$ cat src/rtl/ctrl_pkg.sv
// Shared types for the multi-cycle RV32I sequencer.
package ctrl_pkg;

  typedef enum logic [2:0] {
    FETCH  = 3'd0,
    DECODE = 3'd1,
    EXEC   = 3'd2,
    MEM    = 3'd3,
    WB     = 3'd4,
    HALT   = 3'd7
  } state_t;

  typedef enum logic [1:0] {
    CAUSE_NONE    = 2'b00,
    CAUSE_ILLEGAL = 2'b01,
    CAUSE_IMEM    = 2'b10,
    CAUSE_DMEM    = 2'b11
  } cause_t;

endpackage

$ cat src/rtl/ctrl_wait_timer.sv
// Memory wait counter: counts cycles spent waiting for an ack and flags
// the last cycle still allowed before the sequencer gives up.
module ctrl_wait_timer #(
  parameter int unsigned MEM_TIMEOUT = 16
) (
  input  logic clk,
  input  logic rst_n,
  input  logic clr,
  input  logic inc,
  output logic expired
);

  localparam int unsigned W = $clog2(MEM_TIMEOUT + 1);
  localparam logic [W-1:0] LAST = W'(MEM_TIMEOUT - 1);

  logic [W-1:0] cnt;

  // Clear while not waiting or once acked, otherwise count wait cycles.
  always_ff @(posedge clk) begin
    if (!rst_n || clr) begin
      cnt <= '0;
    end else if (inc) begin
      cnt <= cnt + W'(1);
    end
  end

  // Counter holds MEM_TIMEOUT-1 during the final permitted wait cycle.
  assign expired = (cnt == LAST);

endmodule

$ cat src/rtl/multicycle_ctrl.sv
// Multi-cycle sequencer: FETCH -> DECODE -> EXEC -> MEM -> WB with memory
// handshakes, timeout/illegal halt and a retired-instruction counter.
module multicycle_ctrl
  import ctrl_pkg::*;
#(
  parameter int unsigned MEM_TIMEOUT = 16,
  parameter int unsigned CNT_W       = 32
) (
  input  logic             clk,
  input  logic             rst_n,
  output logic             imem_req,
  input  logic             imem_ack,
  output logic             ir_we,
  input  logic             dec_rd_en,
  input  logic             dec_ld_en,
  input  logic             dec_st_en,
  input  logic             dec_illegal,
  output logic             alu_en,
  output logic             dmem_req,
  output logic             dmem_we,
  input  logic             dmem_ack,
  output logic             rf_we,
  output logic             wb_sel,
  output logic             pc_we,
  output logic             halt,
  output logic [1:0]       halt_cause,
  output logic [2:0]       state,
  output logic [CNT_W-1:0] retired
);

  state_t cur;
  cause_t cause;
  logic   run;
  logic   ld_f, st_f, rd_f;
  logic   waiting, ack_now, timer_clr, timer_inc, expired;

  // run stays low for the first cycle after a reset edge so that every
  // output (imem_req included) reads 0 in that cycle.
  assign waiting   = run && ((cur == FETCH) || (cur == MEM));
  assign ack_now   = (cur == FETCH) ? imem_ack : dmem_ack;
  assign timer_clr = !waiting || ack_now;
  assign timer_inc = waiting && !ack_now;

  ctrl_wait_timer #(
    .MEM_TIMEOUT(MEM_TIMEOUT)
  ) u_timer (
    .clk     (clk),
    .rst_n   (rst_n),
    .clr     (timer_clr),
    .inc     (timer_inc),
    .expired (expired)
  );

  // Strobes decoded from state and latched flags; ir_we and store pc_we
  // follow the ack within the same cycle.
  always_comb begin
    imem_req = 1'b0;
    ir_we    = 1'b0;
    alu_en   = 1'b0;
    dmem_req = 1'b0;
    dmem_we  = 1'b0;
    rf_we    = 1'b0;
    wb_sel   = 1'b0;
    pc_we    = 1'b0;
    halt     = 1'b0;
    case (cur)
      FETCH: begin
        imem_req = run;
        ir_we    = run && imem_ack;
      end
      EXEC: begin
        alu_en = 1'b1;
        pc_we  = !(ld_f || st_f || rd_f);
      end
      MEM: begin
        dmem_req = 1'b1;
        dmem_we  = st_f;
        pc_we    = st_f && dmem_ack;
      end
      WB: begin
        rf_we  = 1'b1;
        wb_sel = ld_f;
        pc_we  = 1'b1;
      end
      HALT:    halt = 1'b1;
      default: ;
    endcase
  end

  assign state      = cur;
  assign halt_cause = cause;

  // Sequencer state, decode flag latches, halt cause and retired counter.
  always_ff @(posedge clk) begin
    if (!rst_n) begin
      cur     <= FETCH;
      cause   <= CAUSE_NONE;
      run     <= 1'b0;
      ld_f    <= 1'b0;
      st_f    <= 1'b0;
      rd_f    <= 1'b0;
      retired <= '0;
    end else begin
      run <= 1'b1;
      if (pc_we) begin
        retired <= retired + CNT_W'(1);
      end
      case (cur)
        FETCH: begin
          if (run) begin
            if (imem_ack) begin
              cur <= DECODE;
            end else if (expired) begin
              cur   <= HALT;
              cause <= CAUSE_IMEM;
            end
          end
        end
        DECODE: begin
          ld_f <= dec_ld_en;
          st_f <= dec_st_en;
          rd_f <= dec_rd_en;
          if (dec_illegal || (dec_ld_en && dec_st_en)) begin
            cur   <= HALT;
            cause <= CAUSE_ILLEGAL;
          end else begin
            cur <= EXEC;
          end
        end
        EXEC: begin
          if (ld_f || st_f) begin
            cur <= MEM;
          end else if (rd_f) begin
            cur <= WB;
          end else begin
            cur <= FETCH;
          end
        end
        MEM: begin
          if (dmem_ack) begin
            cur <= ld_f ? WB : FETCH;
          end else if (expired) begin
            cur   <= HALT;
            cause <= CAUSE_DMEM;
          end
        end
        WB:      cur <= FETCH;
        HALT:    cur <= HALT;
        default: cur <= FETCH;
      endcase
    end
  end

endmodule

$ cat config.mk
export PLATFORM = sky130hd
export DESIGN_NAME = multicycle_ctrl
export DESIGN_NICKNAME = d
export VERILOG_FILES = /design/src/rtl/ctrl_pkg.sv /design/src/rtl/ctrl_wait_timer.sv /design/src/rtl/multicycle_ctrl.sv
export SDC_FILE = /design/constraint.sdc
export NUM_CORES = 1
export LEC_CHECK = 0
export BUFFER_PORTS_ARGS = -buffer_cell sky130_fd_sc_hd__buf_2
export CORE_ASPECT_RATIO = 1.4
export CORE_MARGIN = 2
export CORE_UTILIZATION = 55
export CTS_CLUSTER_SIZE = 25
export DETAILED_ROUTE_END_ITERATION = 7
export PLACE_DENSITY = 0.82
export SLEW_MARGIN = 30
export SYNTH_ARGS = -nofsm -noshare
export SYNTH_HDL_FRONTEND = slang
export SYNTH_SLANG_ARGS = --single-unit
$ cat constraint.sdc
create_clock -name clk -period 4.85 [get_ports clk]
set_input_delay 0.97 -clock clk [delete_from_list [all_inputs] [get_ports clk]]
set_output_delay 0.97 -clock clk [all_outputs]
set_load 0.02 [all_outputs]
== After elaboration in Yosys (flattened, before gate mapping) ==
Cells that the tools add are included.
Word-level totals
  input port bits: 8
  output and inout bits: 46
  logic and storage cells: 67
  bits in registers: 46
Cells by class
  add/sub/neg operators: 2
  reduce and logical (&&, ||, !) cells: 18
  eq/ne operators: 12
  mux-type cells: 27
Operators by type and width (count)
  $add A32 B1 Y32 const B: 1
  $mux W3: 8
  $pmux W3 S5: 1
  $mux W2: 6
  $ne A2 B2 Y1 const B: 6
  $mux W1: 10
  $reduce_and A7 Y1: 1
  $eq A3 B2 Y1 const B: 2
  $eq A3 B3 Y1 const B: 2
  $logic_or A1 B1 Y1: 6
  $pmux W2 S3: 1
  $add A5 B1 Y5 const B: 1
  $eq A5 B4 Y1 const B: 1
  $logic_and A1 B1 Y1: 5
  $logic_not A1 Y1: 4
  $eq A3 B1 Y1 const B: 1
  $logic_not A3 Y1: 1
  $pmux W1 S3: 1
  $reduce_bool A3 Y1: 1

== Logic depth before layout (Yosys ltp) ==
Gate-level depths: netlist of the first run.
  depth after elaboration: 6
  mapped depth: 8

== Cells and area by module ==
Synthesis of the first run repeated with hierarchy kept, for this count alone.
Unflattened totals
  cells, all modules: 276
  area total of the unflattened synthesis: 2498.6 um^2
By module, submodules not included
  multicycle_ctrl: instances 1, cells an instance 252, area an instance 2259.7 um^2, seq. area each 820.8 um^2
  ctrl_wait_timer: instances 1, cells an instance 24, area an instance 239.0 um^2, seq. area each 100.1 um^2

== Least setup slack after synthesis of the first run ==
Ideal clock, no wire load.
  kind: input -> output
  start point: input dmem_ack
  end point: output pc_we
  arrival time: 1.729 ns
  path slack: 2.151 ns
  stages: 4
  cell sequence: a32o_1 buf_2 or2_1 clkbuf_1
On the way
  cells in the longest elaborated chain, start to end: 2
Ends and longest elaborated chain
  start: declaration: line multicycle_ctrl.sv:21  | input logic dmem_ack,
  $logic_and A1 B1 Y1: line multicycle_ctrl.sv:78  | pc_we = st_f && dmem_ack;
  $pmux W1 S3: line multicycle_ctrl.sv:66  | case (cur)
  end: declaration: line multicycle_ctrl.sv:24  | output logic pc_we,
Every way passes these cells.

== Worst setup path after layout of the first run ==
  start point: register cur[1], in the netlist state[1]
  end point: output pc_we
On the way
  cells in the longest elaborated chain, start to end: 2
  elaborated cells on any way between the ends: 4
  those cells by class: eq/ne: 3; mux: 1
Ends and longest elaborated chain
  start: declaration: line multicycle_ctrl.sv:31  | state_t cur;
  start signal: assignment: line multicycle_ctrl.sv:141  | cur <= ld_f ? WB : FETCH;
  $eq A3 B3 Y1 / $eq A3 B2 Y1 (equally long branches): line multicycle_ctrl.sv:66
  $pmux W1 S3 *: line multicycle_ctrl.sv:66
Mark *: on every way between the ends. The rest lies on a longest branch, timed or not.

==> summary.md, run 1 <==
| Metric | Value |
|---|---|
| Status | finished, final reports clean |
| Bufs and invs on worst path | 1 |
| Detailed-route vias per instance | 5.977 |
| Ys async rst share | 0% |
| Yosys cell types | 45 |
| FF-to-FF setup slack | 2.00 ns |
| CTS sink cnt | 46 |
| Fin worst setup slack | 1.546 ns |
| Total power per unit cell area | 298.4 mW/mm² |
| Layout Nets | 323 |
| Worst skew pair latency | 0.30 ns |
| #FFs+latches synth | 46 |
| Fmax | 302.6 MHz |
| Total inserted antenna cells | 0 |
| Die span in x | 58.25 µm |
| RSZ-0062 raised after global routing | false |
| Hold path depth | 1 |
| Delay-heaviest family, CP | compound AO/OA/AOI/OAI gates |
| Total wire length | 4.987 mm |
| Hold Startpoint | u_timer.cnt[0] |
| Row cnt | 27 |
| Rel. slew slack | 40.72% |
| RePlAce Congestion | 0.8714 |
| Worst Path Arrival | 2.33 ns |
| Crit path cell chain | and3b_1, a32o_1, or2_1, buf_2 |
| Data required, critical path | 3.88 ns |
| Post-Place Worst Slack | 1.747 ns |
| Setup bufs post-CTS | 0 |
| Max FO, Critical Path | 18 |
| Leak Pwr | 1.150 nW |
| Storage cell area | 920.9 µm² |
| Period Utilization, post-route | 68.13% |
| Core footprint | 0.003953 mm² |
| Mapped Nets | 279 |
| Worst setup startpoint | state[1] |
| Hold bufs inserted after CTS | 0 |
| DP HPWL | 3.544 mm |
| Layout cell share with drive strength beyond 1 | 20.83% |
| Vias in the first global route | 1884 |
| Synth warnings | 0 |
| DR iter-0 viols | 127 |
| Setup violators final | 0 |
| Overflow after GRT | 0 |
| Total Routing Usage GR | 22.25% |
| Maximum clock path buffer count | 2 |
| Minimum clock period | 3.304 ns |
| Resize count post-CTS | 0 |
| Fin. Hold Viols | 0 |
| Pin count of the biggest net entering global routing | 34 |
| Critical-path top delay cell | a32o_1 |
| Area of the multi-input gates | 0.001241 mm² |
| CP max stage delay | 0.64 ns |
| Hold EP | u_timer.cnt[0] |
| Die Area | 0.004656 mm² |
| Hold crit path type | reg2reg |
| Sequential area share after synthesis | 40.64% |
| Startpoint class of the critical path | flop |
| Die extent in y | 79.95 µm |
| Setup_tns | 0 ns |
| Fillcell total | 345 |
| Cells after synthesis | 267 |
| Avg Cell Area, Syn | 8.487 µm² |
| Synthesis-to-layout area growth | 17.45% |
| CTS tree | built |
| Clk slew on worst S/H paths | 0.08 ns |
| Num CTS Buffers | 5 |
| Routed Antenna Nets | 0 |
| Maximum vdd ir drop | 0.2818 mV |
| DR pass1 iterations | 4 |
| Wire per inst | 14.05 µm |
| Post-synth EDFFs | 0 |
| Root buffer cell | clkbuf_8 |
| Worst-margin pin slew | 0.8884 ns |
| Mapped Area | 0.002266 mm² |
| Setup CP Type | reg2out |
| Worst r2r dst | retired[31] |
| Worst setup EP type | primary output |
| Fin. max-slew vios | 0 |
| Drt drc | 0 |
| Max_cap viols | 0 |
| First-pass GRT wire length | 8.183 mm |
| DR vias | 2122 |
| H-tree lvl count | 2 |
| Clock skew | 0.009442 ns |
| Ports | 54 |
| Initial antenna violation count | 0 |
| FF-to-FF path depth | 5 |
| Starting density of the core | 57.33% |
| Port Buffer Count | 53 |
| Worst R2R Start | state[1] |
| Ys flop type | dfxtp_1 |
## cell type report
cell class / count / area share (%)
multi-input cells: 195 / 46.64
flip-flops and latches: 46 / 34.60
repair buffers: 53 / 9.967
clock buffers: 6 / 3.103
clock inverters: 2 / 2.257
well taps: 43 / 2.022
inverters: 10 / 1.410
## cells in the final DEF, fill, tap and decap left out, types with 6 or more instances in the layout
master	count
a21oi_1	15
and3_1	10
buf_2	53
clkbuf_8	6
dfxtp_1	46
inv_1	9
mux2i_1	7
nand2_1	13
nand3_1	6
nand4_1	7
nor2_1	32
o2111ai_1	9
o21ai_0	8
o21ai_1	9
or3_1	13
xor2_1	13
## report_power, final
group          switching [mW]  total [mW]  internal (mW)  leakage [nW]
clock network           0.127       0.346          0.220        0.0714
logic                  0.0361      0.0571         0.0209         0.707
registers             0.00788       0.391          0.383         0.372
total                   0.171       0.794          0.624          1.15
## per-layer routing
layer,global-route usage [%],share of wire [%]
met2,38.86,51
met5,0,0
met4,10.70,1.1
met3,4.214,4.4
met1,25.48,44
## synth_stat cells, types with 3 or more instances
| master | number | area share (%) |
|---|---|---|
| and3_1 | 10 | 2.8 |
| xor2_1 | 13 | 5.0 |
| nand2_1 | 13 | 2.2 |
| a21oi_1 | 15 | 3.3 |
| nand4_1 | 7 | 1.9 |
| inv_1 | 10 | 1.7 |
| mux2i_1 | 7 | 3.1 |
| nand2b_1 | 4 | 1.1 |
| buf_2 | 3 | 0.66 |
| nor2_1 | 32 | 5.3 |
| ha_1 | 4 | 2.2 |
| xnor2_1 | 5 | 1.9 |
| o2111ai_1 | 9 | 3.5 |
| o21ai_0 | 8 | 1.8 |
| o211ai_1 | 5 | 1.7 |
| and4_1 | 4 | 1.5 |
| nand3_1 | 6 | 1.3 |
| o21ai_1 | 9 | 2.0 |
| and2_1 | 5 | 1.4 |
| dfxtp_1 | 46 | 41 |
| nor3_1 | 4 | 0.88 |
| clkbuf_1 | 10 | 1.7 |
| or3_1 | 13 | 3.6 |
## logic make-up after synthesis
| family | synth area share (%) |
|---|---|
| buffers and inverters | 4.583 |
| DFF | 40.64 |
| xor gates and xnor gates | 6.957 |
| muxes | 3.092 |
| adders and majority gates | 2.209 |
| AOI/OAI and AO/OA | 17.34 |
| and+or+nand+nor | 25.18 |
## registers in the layout (all words and copies together), names as in the netlist
signal,count
halt_cause,2
ld_f,1
rd_f,1
retired,32
run,1
st_f,1
state,3
u_timer.cnt,5
## worst max path at each step
stage / endpoint / cells after the start
after floorplan: pc_we / 4
after global placement: pc_we / 4
after detailed placement: pc_we / 4
after CTS: pc_we / 4
after global routing: pc_we / 4
final: pc_we / 4
## through the flow
stage               utilization, %  power, mW  instance area [µm²]  hold slack [ns]  cells
floorplan                        -     0.4402                 2266           0.4176    267
global placement             63.72     0.4563                 2519           0.4292    347
detailed placement           63.72     0.4569                 2519           0.4426    347
CTS                          67.33     0.8002                 2661           0.4550    355
global route                 67.33     0.8198                 2661           0.4873    355
finish                       67.33     0.7942                 2661           0.4493    355
No activity file was read; power rests on OpenSTA's default activity.
==> inputs of run 2 (changes only) <==
--- a/config.mk
+++ b/config.mk
@@ -8,10 +8,10 @@
 export BUFFER_PORTS_ARGS = -buffer_cell sky130_fd_sc_hd__buf_2
 export CORE_ASPECT_RATIO = 1.4
 export CORE_MARGIN = 2
-export CORE_UTILIZATION = 55
+export CORE_UTILIZATION = 48
 export CTS_CLUSTER_SIZE = 25
 export DETAILED_ROUTE_END_ITERATION = 7
-export PLACE_DENSITY = 0.82
+export PLACE_DENSITY = 0.76
 export SLEW_MARGIN = 30
 export SYNTH_ARGS = -nofsm -noshare
 export SYNTH_HDL_FRONTEND = slang
==> constraint.sdc (replaced) <==
create_clock -name clk -period 2.8 [get_ports clk]
set_input_delay 0.56 -clock clk [delete_from_list [all_inputs] [get_ports clk]]
set_output_delay 0.56 -clock clk [all_outputs]
set_load 0.02 [all_outputs]
==> summary.md, run 2 (synthesized netlist as in run 1, its figures left out) <==
| Metric | Value |
|---|---|
| Minimum clock period | 2.604 ns |
| First-pass GRT wire length | 8.052 mm |
| H-tree lvl count | 2 |
| Maximum vdd ir drop | 0.2953 mV |
| Total inserted antenna cells | 0 |
| CTS tree | built |
| Wire per inst | 13.26 µm |
| Setup violators final | 0 |
| Met2 GRT Util | 32.39% |
| Post-Place Worst Slack | 0.2552 ns |
| Core footprint | 0.004536 mm² |
| Status | finished, final reports clean |
| Port Buffer Count | 53 |
| Fin. Hold Viols | 0 |
| Max_cap viols | 0 |
| Worst skew pair latency | 0.30 ns |
| Die span in x | 62.07 µm |
| Clk slew on worst S/H paths | 0.08 ns |
| Detailed-route vias per instance | 5.674 |
| Row cnt | 29 |
| Worst-margin pin slew | 0.7694 ns |
| Total power per unit cell area | 465.1 mW/mm² |
| Fmax | 384.0 MHz |
| Die extent in y | 85.30 µm |
| CTS sink cnt | 46 |
| Hold crit path type | reg2reg |
| Root buffer cell | clkbuf_8 |
| Max FO, Critical Path | 13 |
| DR pass1 iterations | 4 |
| Fin. max-slew vios | 0 |
| Synthesis-to-layout area growth | 19.66% |
| Layout cell share with drive strength beyond 1 | 22.33% |
| Drt drc | 0 |
| Hold_ws | 0.4540 ns |
| Num CTS Buffers | 5 |
| Rel. slew slack | 48.66% |
| Ports | 54 |
| Maximum clock path buffer count | 2 |
| Data required, critical path | 2.24 ns |
| DR iter-0 viols | 216 |
| Total Routing Usage GR | 19.84% |
| Final Util | 59.78% |
| Met1 Use GR | 24.33% |
| Clock skew | 0.004773 ns |
| Routed Antenna Nets | 0 |
| Startpoint class of the critical path | flop |
| Pin count of the biggest net entering global routing | 19 |
| Largest Register | retired |
| Period Utilization, post-route | 93.02% |
| Power Total | 1.261 mW |
| Total wire length | 5.038 mm |
| DP HPWL | 3.615 mm |
| Commonest non-fill, non-tap cells in the layout | buf_2 (53), dfxtp_1 (46), nor2_1 (32) |
| Fillcell total | 426 |
| DR vias | 2156 |
| Leak Pwr | 1.178 nW |
| Initial antenna violation count | 0 |
| RePlAce Congestion | 0.8914 |
| Die Area | 0.005294 mm² |
| Starting density of the core | 49.96% |
| Vias in the first global route | 1822 |
| Fin worst setup slack | 0.1955 ns |
| Overflow after GRT | 0 |
| Setup_tns | 0 ns |
| Worst setup EP type | primary output |
| Top Usage Layer GRT | met2 |
| Met3 GRT Util | 3.506% |
| Max reg flops | 32 |
| Worst Path Arrival | 2.04 ns |
| Commonest non-fill, non-tap cell in the layout | buf_2 |
| Layout Nets | 329 |
| RSZ-0062 raised after global routing | false |
| Setup CP Type | reg2out |
run 2: area by class of cell:
class	instances	area, µm²	share of cell area (%)
tap	62	77.57	2.861
sequential	46	920.9	33.96
clock buffer	8	110.1	4.061
inverter	10	37.54	1.384
multi-input combinational	195	1242	45.82
timing repair buffer	59	322.8	11.91
run 2: per-layer routing:
layer	wire (µm)	part of all wire, %
met2	2485	49
met5	0	0
met3	323	6.4
met1	2123	42
met4	105	2.1
run 2: where the power goes:
part / total, mW / internal [mW] / switching, mW
Sequential: 0.676 / 0.663 / 0.0121
Clock: 0.478 / 0.249 / 0.229
Combinational: 0.107 / 0.0422 / 0.0653
Total: 1.26 / 0.955 / 0.306
run 2: what timing repair did:
| item | 4_1_cts | 5_1_grt |
|---|---|---|
| endpoints found under the hold margin | 0 | 0 |
| hold buffers | 0 | 0 |
| setup buffers | 0 | 2 |
| setup endpoints to repair | 0 | 1 |
| gates resized for setup | 0 | 1 |
run 2: worst max-delay path: stages (launching register included):
cell and delay (ns):
dfxtp_1 0.54, or3b_1 0.47, nor3_4 0.22, buf_12 0.15, or2_1 0.16, buf_2 0.18
run 2: path summary, 6_finish.rpt:
path / from / end / slack [ns] / depth (start not counted)
worst max-delay path: state[1] / pc_we / 0.20 / 5
worst min-delay path: u_timer.cnt[0] / u_timer.cnt[0] / 0.45 / 1
worst max register to register: state[1] / retired[31] / 0.34 / 6
worst min register to register: u_timer.cnt[0] / u_timer.cnt[0] / 0.45 / 1
run 2: stage by stage:
| stage | instances | instance area (µm²) |
|---|---|---|
| final | 380 | 2711 |
| after global routing | 380 | 2711 |
| after CTS | 378 | 2683 |
| after detailed placement | 370 | 2572 |
| after global placement | 370 | 2572 |
| after floorplan | 267 | 2266 |
==> inputs of run 3 (changes only) <==
--- a/config.mk
+++ b/config.mk
@@ -6,13 +6,16 @@
 export NUM_CORES = 1
 export LEC_CHECK = 0
 export BUFFER_PORTS_ARGS = -buffer_cell sky130_fd_sc_hd__buf_2
+export CELL_PAD_IN_SITES_DETAIL_PLACEMENT = 1
+export CELL_PAD_IN_SITES_GLOBAL_PLACEMENT = 2
 export CORE_ASPECT_RATIO = 1.4
 export CORE_MARGIN = 2
-export CORE_UTILIZATION = 48
+export CORE_UTILIZATION = 29
 export CTS_CLUSTER_SIZE = 25
 export DETAILED_ROUTE_END_ITERATION = 7
-export PLACE_DENSITY = 0.76
+export PLACE_DENSITY_LB_ADDON = 0.1
 export SLEW_MARGIN = 30
 export SYNTH_ARGS = -nofsm -noshare
 export SYNTH_HDL_FRONTEND = slang
+export SYNTH_HIERARCHICAL = 1
 export SYNTH_SLANG_ARGS = --single-unit
==> summary.md, run 3 <==
| Metric | Value |
|---|---|
| Synth area leader | dfxtp_1 |
| Row cnt | 40 |
| Maximum vdd ir drop | 0.2755 mV |
| Resize count post-CTS | 0 |
| Status | finished, final reports clean |
| Bufs and invs on worst path | 1 |
| CTS sink cnt | 46 |
| H-tree lvl count | 2 |
| Hold bufs inserted after CTS | 0 |
| Total wire length | 6.885 mm |
| RSZ-0062 raised after global routing | false |
| Dpl cell area | 0.002937 mm² |
| Startpoint class of the critical path | flop |
| Mapped Area | 0.002499 mm² |
| Area fraction of the dominant cell type after synthesis | 36.86% |
| Synthesis-to-layout area growth | 24.19% |
| RePlAce Congestion | 0.7667 |
| Fin area | 0.003103 mm² |
| Largest Register | retired |
| First-pass GRT wire length | 11.33 mm |
| Ports | 54 |
| Worst-margin pin slew | 0.6935 ns |
| Vias in the first global route | 2261 |
| #FFs+latches synth | 46 |
| Sequential area share after synthesis | 36.86% |
| Routed Antenna Nets | 0 |
| Pin count of the biggest net entering global routing | 34 |
| DR iter-0 viols | 76 |
| Setup violators final | 0 |
| Commonest non-fill, non-tap cells in the layout | buf_2 (53), dfxtp_1 (46), and2_1 (25) |
| CTS tree | built |
| Max FO, Critical Path | 7 |
| Critical-path top delay cell | or4_1 |
| Clock skew | 0.008057 ns |
| Total power per unit cell area | 476.7 mW/mm² |
| Worst Path Arrival | 2.07 ns |
| Worst skew pair latency | 0.29 ns |
| Data required, critical path | 2.24 ns |
| Setup bufs post-CTS | 0 |
| Die span in x | 82.45 µm |
| Commonest non-fill, non-tap cell in the layout | buf_2 |
| Most common cell in the netlist | dfxtp_1 |
| Total inserted antenna cells | 0 |
| Top Usage Layer GRT | met2 |
| Minimum clock period | 2.634 ns |
| Yosys cell types | 50 |
| Worst setup EP type | primary output |
| Num CTS Buffers | 5 |
| Mapped Nets | 287 |
| Fin. Hold Viols | 0 |
| Met2 GRT Util | 26.99% |
| Core footprint | 0.008458 mm² |
| Total Routing Usage GR | 15.83% |
| Rel. slew slack | 53.18% |
| Fmax | 379.6 MHz |
| Ys flop type | dfxtp_1 |
| Setup CP Type | reg2out |
| Period Utilization, post-route | 94.09% |
| Met1 Use GR | 19.16% |
| Port Buffer Count | 53 |
| Synth warnings | 6 |
| DP HPWL | 5.179 mm |
| Die extent in y | 113.8 µm |
| Met3 GRT Util | 3.165% |
| DR pass1 iterations | 4 |
| Die Area | 0.009385 mm² |
| Fin. max-slew vios | 0 |
| Drt drc | 0 |
| Wire per inst | 15.54 µm |
| Ys async rst share | 0% |
| Max reg flops | 32 |
| Setup_tns | 0 ns |
| CP max stage delay | 0.58 ns |
| Hold crit path type | reg2reg |
| Post-synth EDFFs | 0 |
| Layout Nets | 348 |
| Clk slew on worst S/H paths | 0.07 ns |
| Crit path cell chain | or3b_4, or4_1, nand2_1, buf_2 |
| Initial antenna violation count | 0 |
| Max_cap viols | 0 |
| Starting density of the core | 29.54% |
| Overflow after GRT | 0 |
| Leak Pwr | 1.376 nW |
| Maximum clock path buffer count | 2 |
| DR vias | 2268 |
| Avg Cell Area, Syn | 9.053 µm² |
| Top post-synthesis cells by count | dfxtp_1 (46), and2_1 (25), nand2_1 (23) |
| Root buffer cell | clkbuf_16 |
| Delay-heaviest family, CP | simple AND/OR/NAND/NOR gates |
| Detailed-route vias per instance | 5.120 |
| Cells after synthesis | 276 |
| Layout cell share with drive strength beyond 1 | 23.96% |
| Synth top area cells | dfxtp_1 (37%), and2_1 (6.3%), mux2i_1 (4.0%) |
## run 3: cell types whose count changed after synthesis, moves of 5 or more
cell       previous run  this run
a21boi_1              0         7
a21oi_1              15         6
and2_1                5        25
nand2_1              13        23
nor2_1               32         6
nor2b_1               1         6
o2111ai_1             9         3
o21ai_1               9         1
or3_1                13         5
xnor2_1               5        11
## run 3: cell families (layout without fill, tap and decap cells)
logic type	count (synthesis)	in the layout	synth area share, %
compound gates	55	55	17.23
xor+xnor	20	20	7.011
fa+ha+maj	3	3	1.502
buf+inv	18	80	2.854
flops	46	46	36.86
mux	10	10	4.006
simple gates	124	124	30.55
## run 3: per-stage QoR
step           worst slack (ns)  total power, mW  cells  hold WS [ns]  util [%]
3_3_place_gp             0.5117           0.8083    435        0.4755     34.72
2_1_floorplan            0.4937           0.7657    276        0.4693         -
6_report                 0.1656            1.479    443        0.4907     36.69
5_1_grt                 0.06284            1.543    443        0.5173     36.69
4_1_cts                  0.1472            1.508    443        0.4957     36.69
3_5_place_dp             0.4149           0.8086    435        0.4853     34.72
## run 3: area by class of cell
type	count	area [µm²]
Clock inverter	2	37.54
Inverter	8	30.03
Tap cell	105	131.4
Clock buffer	6	128.9
Timing Repair Buffer	64	347.8
Multi-Input combinational cell	212	1506
Sequential cell	46	920.9
Fill cell	1024	5355
## run 3: final timing paths
| kind | from | end | slack [ns] | cells after the start |
|---|---|---|---|---|
| setup reg to reg | state[0] | retired[31] | 0.46 | 5 |
| hold / removal | retired[30] | retired[30] | 0.49 | 2 |
| hold reg to reg | retired[30] | retired[30] | 0.49 | 2 |
| setup / recovery | st_f | pc_we | 0.17 | 4 |
## run 3: metal layers
metal	wire length, µm	up-vias
met5	0	-
met4	142	0
met3	239	8
met2	3444	38
met1	3058	1100
li1	-	1122
## run 3: worst min-delay path, stage by stage, from the launching register on
cell and delay (ns):
dfxtp_1 0.33, nand2_1 0.06, mux2i_1 0.05
## run 3: report_power, final
part	leakage (nW)	internal [mW]	total [mW]	switching (mW)
registers	0.371	0.663	0.679	0.0156
logic	0.927	0.0461	0.113	0.0670
clock network	0.0771	0.422	0.688	0.266
total	1.38	1.13	1.48	0.348
